File: src/rtl/seg7_scan_driver.sv
// ---------------------------------------------------------------------------
// seg7_scan_driver
//   Time-multiplexed N-digit 7-segment driver for common-anode displays.
//   A load strobe captures a packed nibble vector into a shadow register; the
//   shadow is copied to the display register only at the frame boundary so a
//   frame never mixes old and new digits. Each digit slot lasts DIV cycles,
//   the first BLANK_CYC of which keep every anode off to stop ghosting.
//
// Ports
//   clk, rst      system clock, asynchronous active-high reset
//   load          one-cycle strobe capturing value/dp_in
//   value         packed nibbles, [3:0] = digit 0 (rightmost)
//   dp_in         decimal point request per digit (1 = lit)
//   lz_en         leading-zero suppression enable, sampled live
//   seg           {a,b,c,d,e,f,g}, active-low
//   dp_n          decimal point, active-low
//   an_n          digit enables, active-low, one-cold
//   frame_start   one-cycle pulse on the first cycle of digit 0's slot
// ---------------------------------------------------------------------------
module seg7_scan_driver #(
  parameter int DIGITS    = 4,
  parameter int DIV       = 1000,
  parameter int BLANK_CYC = 1,
  parameter int HEX_MODE  = 0
) (
  input  logic                  clk,
  input  logic                  rst,
  input  logic                  load,
  input  logic [4*DIGITS-1:0]   value,
  input  logic [DIGITS-1:0]     dp_in,
  input  logic                  lz_en,
  output logic [6:0]            seg,
  output logic                  dp_n,
  output logic [DIGITS-1:0]     an_n,
  output logic                  frame_start
);

  localparam int PW = (DIV > 1) ? $clog2(DIV) : 1;
  localparam int IW = (DIGITS > 1) ? $clog2(DIGITS) : 1;
  localparam logic [PW-1:0] PRESC_MAX = PW'(DIV - 1);
  localparam logic [IW-1:0] IDX_MAX   = IW'(DIGITS - 1);

  // Scan state
  logic [PW-1:0]         presc_q, presc_d;
  logic [IW-1:0]         idx_q, idx_d;
  // Load path: shadow holds the latest request, disp is what is on the glass
  logic [4*DIGITS-1:0]   shadow_val_q, shadow_val_d;
  logic [DIGITS-1:0]     shadow_dp_q, shadow_dp_d;
  logic                  pending_q, pending_d;
  logic [4*DIGITS-1:0]   disp_val_q, disp_val_d;
  logic [DIGITS-1:0]     disp_dp_q, disp_dp_d;
  // Registered outputs
  logic [6:0]            seg_q, seg_d;
  logic                  dp_n_q, dp_n_d;
  logic [DIGITS-1:0]     an_n_q, an_n_d;
  logic                  frame_start_q, frame_start_d;

  // Combinational helpers
  logic                  slot_end;
  logic                  frame_end;
  logic                  zero_run;
  logic [DIGITS-1:0]     lead_blank;
  logic [3:0]            cur_nib;
  logic                  cur_dp;
  logic                  cur_blank;

  function automatic logic [6:0] glyph(input logic [3:0] code);
    logic [6:0] g;
    g = 7'b1111111;
    case (code)
      4'h0: g = 7'b0000001;
      4'h1: g = 7'b1001111;
      4'h2: g = 7'b0010010;
      4'h3: g = 7'b0000110;
      4'h4: g = 7'b1001100;
      4'h5: g = 7'b0100100;
      4'h6: g = 7'b0100000;
      4'h7: g = 7'b0001111;
      4'h8: g = 7'b0000000;
      4'h9: g = 7'b0000100;
      default: begin
        if (HEX_MODE != 0) begin
          case (code)
            4'hA:    g = 7'b0001000;
            4'hB:    g = 7'b1100000;
            4'hC:    g = 7'b0110001;
            4'hD:    g = 7'b1000010;
            4'hE:    g = 7'b0110000;
            default: g = 7'b0111000;
          endcase
        end
      end
    endcase
    return g;
  endfunction

  always_comb begin
    // NOTE: every variable gets a default first so no path leaves it unassigned (no latches).
    slot_end     = (presc_q == PRESC_MAX);
    frame_end    = slot_end && (idx_q == IDX_MAX);
    presc_d      = slot_end ? '0 : presc_q + PW'(1);
    idx_d        = idx_q;
    shadow_val_d = shadow_val_q;
    shadow_dp_d  = shadow_dp_q;
    pending_d    = pending_q;
    disp_val_d   = disp_val_q;
    disp_dp_d    = disp_dp_q;

    if (slot_end) begin
      idx_d = (idx_q == IDX_MAX) ? '0 : idx_q + IW'(1);
    end

    if (load) begin
      shadow_val_d = value;
      shadow_dp_d  = dp_in;
      pending_d    = 1'b1;
    end

    // Display swaps only on the last cycle of a frame; a load on that very
    // edge bypasses the shadow so it is still seen in the next frame.
    if (frame_end) begin
      if (pending_q || load) begin
        disp_val_d = load ? value : shadow_val_q;
        disp_dp_d  = load ? dp_in : shadow_dp_q;
      end
      pending_d = 1'b0;
    end

    // Leading-zero run from the top digit; digit 0 always stays visible.
    zero_run   = 1'b1;
    lead_blank = '0;
    for (int i = DIGITS - 1; i >= 0; i--) begin
      zero_run      = zero_run && (disp_val_q[4*i +: 4] == 4'd0) && !disp_dp_q[i];
      lead_blank[i] = zero_run && (i != 0);
    end

    cur_nib   = '0;
    cur_dp    = 1'b0;
    cur_blank = 1'b0;
    for (int i = 0; i < DIGITS; i++) begin
      if (idx_q == IW'(i)) begin
        cur_nib   = disp_val_q[4*i +: 4];
        cur_dp    = disp_dp_q[i];
        cur_blank = lz_en && lead_blank[i];
      end
    end

    seg_d         = cur_blank ? 7'b1111111 : glyph(cur_nib);
    dp_n_d        = ~cur_dp;
    an_n_d        = (int'(presc_q) < BLANK_CYC) ? '1 : ~(DIGITS'(1) << idx_q);
    frame_start_d = (presc_q == '0) && (idx_q == '0);
  end

  // NOTE: the display and shadow registers are reset too, so a reset blanks the latched value.
  always_ff @(posedge clk or posedge rst) begin
    if (rst) begin
      presc_q       <= '0;
      idx_q         <= '0;
      shadow_val_q  <= '0;
      shadow_dp_q   <= '0;
      pending_q     <= 1'b0;
      disp_val_q    <= '0;
      disp_dp_q     <= '0;
      seg_q         <= 7'b1111111;
      dp_n_q        <= 1'b1;
      an_n_q        <= '1;
      frame_start_q <= 1'b0;
    end else begin
      // NOTE: non-blocking assignments so every flop samples pre-edge values.
      presc_q       <= presc_d;
      idx_q         <= idx_d;
      shadow_val_q  <= shadow_val_d;
      shadow_dp_q   <= shadow_dp_d;
      pending_q     <= pending_d;
      disp_val_q    <= disp_val_d;
      disp_dp_q     <= disp_dp_d;
      seg_q         <= seg_d;
      dp_n_q        <= dp_n_d;
      an_n_q        <= an_n_d;
      frame_start_q <= frame_start_d;
    end
  end

  assign seg         = seg_q;
  assign dp_n        = dp_n_q;
  assign an_n        = an_n_q;
  assign frame_start = frame_start_q;

endmodule

File: config.mk
export PLATFORM = sky130hd
export DESIGN_NAME = seg7_scan_driver
export DESIGN_NICKNAME = d
export VERILOG_FILES = /design/src/rtl/seg7_scan_driver.sv
export SDC_FILE = /design/constraint.sdc
export NUM_CORES = 1
export LEC_CHECK = 0
export BUFFER_PORTS_ARGS = -buffer_cell sky130_fd_sc_hd__buf_2
export CAP_MARGIN = 15
export CORE_AREA = 2 2 80 82
export CTS_BUF_LIST = sky130_fd_sc_hd__clkbuf_16
export DETAILED_ROUTE_END_ITERATION = 12
export DIE_AREA = 0 0 82 84
export GPL_TIMING_DRIVEN = 0
export HOLD_SLACK_MARGIN = 0.05
export PLACE_DENSITY_LB_ADDON = 0.25
export SYNTH_ARGS = -nofsm -noshare
export SYNTH_HDL_FRONTEND = slang
export SYNTH_SLANG_ARGS = --single-unit
File: constraint.sdc
create_clock -name clk -period 2.1 [get_ports clk]
set_input_delay 0 -clock clk [delete_from_list [all_inputs] [get_ports clk]]
set_output_delay 0 -clock clk [all_outputs]
set_load 0.01 [all_outputs]
# Word-level counts from Yosys, hierarchy flattened
# Index checks and enable logic that the tools add are counted.
# Widths: inputs -> output; s select.
dict set report word_totals {
  register_bits 66
  latchBits 0
  mem_bits_rw 0
  rom_bits 0
  in_bits 24
  output_inout_bits 13
  word_cells 72
  mem_count 0
}
dict set report op_classes {
  add_sub_neg 2
  mul 0
  n_div 0
  n_lt_le_gt_ge 1
  eq_ne 13
  shifts 1
  muxes 20
  bitwise 2
  n_reduce_logical 22
}
# op count
set op_table {}
lappend op_table {{$pmux 7 s10} 1}
lappend op_table {{$mux 4} 6}
lappend op_table {{$eq 4x3->1 const B} 4}
lappend op_table {{$logic_not 4->1} 4}
lappend op_table {{$mux 16} 1}
lappend op_table {{$add 10x1->10 const B} 1}
lappend op_table {{$eq 10x10->1 const B} 1}
lappend op_table {{$logic_and 1x1->1} 10}
lappend op_table {{$logic_not 10->1} 1}
lappend op_table {{$lt 10x1->1 const B} 1}
lappend op_table {{$mux 10} 1}
lappend op_table {{$mux 1} 9}
lappend op_table {{$eq 4x2->1 const B} 2}
lappend op_table {{$eq 4x4->1 const B} 2}
lappend op_table {{$mux 7} 1}
lappend op_table {{$eq 2x2->1 const B} 2}
lappend op_table {{$eq 4x1->1 const B} 1}
lappend op_table {{$not 4->4} 1}
lappend op_table {{$shl 1x2->4 const A} 1}
lappend op_table {{$logic_not 1->1} 3}
lappend op_table {{$add 2x1->2 const B} 1}
lappend op_table {{$eq 2x1->1 const B} 1}
lappend op_table {{$logic_not 2->1} 1}
lappend op_table {{$mux 2} 1}
lappend op_table {{other kinds (4)} 4}

# Depth between registers and ports, before layout
dict set report logic_depth {
  word_depth 11
  ltp_mapped 8
  ltp_nobuf 7
}

# Least setup slack after synthesis
# OpenSTA, ideal clock, no wires.
dict set report synth_timing {
  path_type {register to register}
  start {register presc_q[0]}
  end {register disp_dp_q[0]}
  setup_time_ns 0.127
  arrival_time_ns 1.844
  required_time_ns 1.973
  setup_slack_ns 0.129
  stages_incl_launch_ff 7
  n_path_buf 1
  synth_period_minus_slack_ns 1.971
  path_cell_list {dfrtp_1 > ha_1 > nand3_2 > nor4_4 > nor3b_4 > buf_6 > mux2_1}
}
dict set report synth_between {
  elab_chain_len 3
}
# item line
set synth_lines {}
lappend synth_lines {{from (decl)} 44} ;# logic [PW-1:0] presc_q, presc_d;
lappend synth_lines {{from (signal assigned)} 170} ;# presc_q <= presc_d;
lappend synth_lines {{$eq 10x10->1} 99} ;# slot_end = (presc_q == PRESC_MAX);
lappend synth_lines {{$logic_and 1x1->1} 100} ;# frame_end = slot_end && (idx_q == IDX_MAX);
lappend synth_lines {{$reduce_and 2->1 (no source line)} --}
lappend synth_lines {{to (signal assigned)} 176} ;# disp_dp_q <= disp_dp_d;
lappend synth_lines {{to (decl)} 51} ;# logic [DIGITS-1:0] disp_dp_q, disp_dp_d;
# Every way passes these cells.
# A chain may end at the register's enable or synchronous reset.

# Final worst setup path
dict set report layout_timing {
  start {register idx_q[1]}
  end {register disp_val_q[10]}
}
dict set report layout_between {
  elab_chain_len 3
}
# item line
set layout_lines {}
lappend layout_lines {{from (decl)} 45} ;# logic [IW-1:0] idx_q, idx_d;
lappend layout_lines {{from (signal assigned)} 171} ;# idx_q <= idx_d;
lappend layout_lines {{$eq 2x2->1} 100}
lappend layout_lines {{$logic_and 1x1->1} 100}
lappend layout_lines {{$reduce_and 2->1 (no source line)} --}
lappend layout_lines {{to (signal assigned)} 175} ;# disp_val_q <= disp_val_d;
lappend layout_lines {{to (decl)} 50} ;# logic [4*DIGITS-1:0] disp_val_q, disp_val_d;
# Every way passes these cells.

==> flow_metrics.env <==
export IMPL_cp_buffers_inverters=5
export IMPL_die_h_microns=84
export IMPL_final_setup_viol_count=0
export IMPL_crit_path_cell_trace="ha_1, buf_4, buf_6, inv_1, nor3b_4, buf_4, clkbuf_4, mux2_1"
export IMPL_cts_buffers=9
export IMPL_antenna_found_initial=0
export IMPL_synth_xor_area_share=0.0271
export IMPL_grt_usage=0.181
export IMPL_tightest_slew_ps=613
export IMPL_portBuffers=36
export IMPL_end_kind="flop"
export IMPL_grt_max_degree=41
export IMPL_drtAntennaViolNets=0
export IMPL_root_buffer="clkbuf_16"
export IMPL_syn_inst=238
export IMPL_coreArea_sq_mm=0.00610
export IMPL_crit_top_cell="buf_4"
export IMPL_fin_skew_ps=8.39
export IMPL_syn_num_nets=269
export IMPL_drtIter0Drc=112
export IMPL_min_path_type="input port to flop"
export IMPL_routed_wl_mm=5.90
export IMPL_synth_cell_type_count=40
export IMPL_seq_area_sq_mm=0.00167
export IMPL_multiInputGateArea_sq_mm=0.00126
export IMPL_io_pins=37
export IMPL_synth_top_family_by_area="multiplexers"
export IMPL_synthTopCellsByCount="54 x dfrtp_1, 26 x mux2_2, 19 x nand2_1"
export IMPL_critPathArrivalTime_ps=2280
export IMPL_grt_pass1_wl_mm=9.34
export IMPL_async_flop_share=1.00
export IMPL_period_needed_ps=2070
export IMPL_power_leakage_nw=1.81
export IMPL_crit_fanout=10
export IMPL_nFillCells=474
export IMPL_cts_tree="done"
export IMPL_gr_total_overflow=0
export IMPL_die_area_sq_mm=0.00689
export IMPL_drv_slew=0
export IMPL_die_w_microns=82
export IMPL_synth_flop_cell="dfrtp_1"
export IMPL_yosysTopAreaCell="dfrtp_1"
export IMPL_synth_seq_cells=66
export IMPL_synth_seq_area_share=0.572
export IMPL_crit_required_ps=2310
export IMPL_setup_worst_path_start_class="flop"
export IMPL_yosysMostFrequentCell="dfrtp_1"
export IMPL_cts_clk_slew_worst_paths_ps=50
export IMPL_cellPowerDensity_mw_per_mm2=728
export IMPL_synthMuxAreaShare=0.131
export IMPL_synth_compound_area_frac=0.0799
export IMPL_yosys_warnings=0
export IMPL_rows=29
export IMPL_maxCapViolCount=0
export IMPL_area_delta_synth_final_pct=36.0
export IMPL_fmax_mhz=483
export IMPL_dr_total_vias=2061
export IMPL_slowest_delay_ps=390
export IMPL_critical_path_top_delay_family="buffers and inverters"
export IMPL_peakVddDrop_mv=0.510
export IMPL_synth_top_cell_area_share=0.464
export IMPL_r2r_slack_ps=30
export IMPL_crit_type="flop to flop"
export IMPL_grt_pass1_vias=2001
export IMPL_period_share=0.985
export IMPL_synth_fa_ha_area_frac=0.0301
export IMPL_clock_sinks=66
export IMPL_wl_per_cell_microns=14.5
export IMPL_synthSimpleGateAreaFrac=0.127
export IMPL_diodes=0
export IMPL_synth_edf_count=0
export IMPL_initial_utilization=0.478
export IMPL_fin_ws_ps=31.6
export IMPL_gp_congestion=0.789
export IMPL_whs_ps=64.6
export IMPL_relSlewSlack=0.591
export IMPL_cts_max_level=3
export IMPL_synth_avg_cell_area_sq_um=12.2
export IMPL_cp_slowest_cell="dfrtp_1"
export IMPL_drc=0
export IMPL_preCtsSetupSlack_ps=-235
export IMPL_status="finished clean"
export IMPL_clockBufferDepth=2
export IMPL_post_route_cells_drive_above_1_share=0.395
export IMPL_hold_viol=0
export IMPL_synth_area_leaders="dfrtp_1 46%, dfstp_2 11%, mux2_2 10%, mux2_1 3.1%, ha_1 3.0%"
export IMPL_fin_nets=355
export IMPL_drt_pre_antenna_iters=6
export IMPL_viasPerCell=5.08
export IMPL_hpwlAfterDp_mm=3.76
export IMPL_syn_area_sq_mm=0.00291
export IMPL_clk_latency_ps=330
[final cells by class]
| cell class | instances | area share |
|---|---|---|
| buffer | 9 | 0.0164 |
| inverter | 12 | 0.0114 |
| multi-input combinational | 151 | 0.318 |
| tap | 77 | 0.0243 |
| clock inverter | 7 | 0.0158 |
| clock buffer | 9 | 0.0569 |
| timing repair buffer | 75 | 0.136 |
| sequential | 66 | 0.421 |
[worst min-delay path, delay by kind of cell]
| kind | cells | cell delay, ps |
|---|---|---|
| compound gates | 1 | 200 |
| buf+inv | 1 | 100 |
| simple gates | 1 | 80 |
[final timing paths]
kind                                           from                         end  cells after the start
min                                           lz_en            seg[5]$_DFF_PP1_                      3
min in group asynchronous                       rst  shadow_val_q[14]$_DFF_PP0_                      3
max                            idx_q[1]$_DFFE_PP0N_  disp_val_q[10]$_DFFE_PP0P_                      8
max in group asynchronous                       rst           an_n[0]$_DFF_PP1_                      4
min reg2reg                disp_dp_q[3]$_DFFE_PP0P_              dp_n$_DFF_PP1_                      1
max reg2reg                    idx_q[1]$_DFFE_PP0N_  disp_val_q[10]$_DFFE_PP0P_                      8
[cell usage in the layout, fill, tap and decap left out, types with 8 or more instances in the layout]
cell | netlist | final
inv_1 | 12 | 12
o21ai_0 | 11 | 11
clkbuf_16 | 0 | 9
dfstp_2 | 12 | 12
mux2_2 | 26 | 26
nor2_1 | 17 | 17
dfrtp_1 | 54 | 54
dlygate4sd3_1 | 0 | 22
buf_4 | 1 | 16
buf_2 | 3 | 37
nand2_1 | 19 | 19
mux2_1 | 8 | 8
[logic make-up after synthesis]
group                      after synthesis
and+or+nand+nor                         68
DFF                                     66
muxes                                   34
AOI/OAI and AO/OA                       33
buffers and inverters                   21
xor gates and xnor gates                 9
adders and majority gates                7
[timing repair]
action                                  in CTS  in global routing
hold buffers                                22                  0
endpoints found under the setup margin      26                 26
pin swaps                                    2                  5
buffers inserted                             6                  9
endpoints found under the hold margin       48                  0
gates cloned                                 0                  1
gates resized for setup                      3                 26
[where the power goes]
| group | internal, mW | leakage, nW | switching, mW |
|---|---|---|---|
| clock network | 0.904 | 0.144 | 0.514 |
| logic | 0.0812 | 0.884 | 0.0637 |
| registers | 1.31 | 0.783 | 0.00870 |
| total | 2.30 | 1.81 | 0.587 |
[registers in the layout, summed over array words and instances, names as in the netlist]
signal,count
disp_val_q,16
shadow_val_q,16
presc_q,10
seg,7
an_n,4
disp_dp_q,4
shadow_dp_q,4
idx_q,2
dp_n,1
frame_start,1
pending_q,1
[per-layer routing]
metal | global-route usage | part of all wire | up-vias
met3 | 0.0422 | 0.026 | 11
met4 | 0.0879 | 0.018 | 0
met5 | 0 | 0 | -
met2 | 0.283 | 0.50 | 33
li1 | - | - | 1013
met1 | 0.234 | 0.45 | 1004
[through the flow]
step                utilization  power (mW)  setup TNS [ps]  cell area, sq um  std cells
global route              0.650        2.99            -406              3960        406
floorplan                     -        1.41               0              2910        238
global placement          0.523        1.45          -17140              3190        351
finish                    0.650        2.88               0              3960        406
CTS                       0.620        2.91               0              3780        396
detailed placement        0.526        1.46           -2370              3210        352
(Power assumes the default switching activity.)
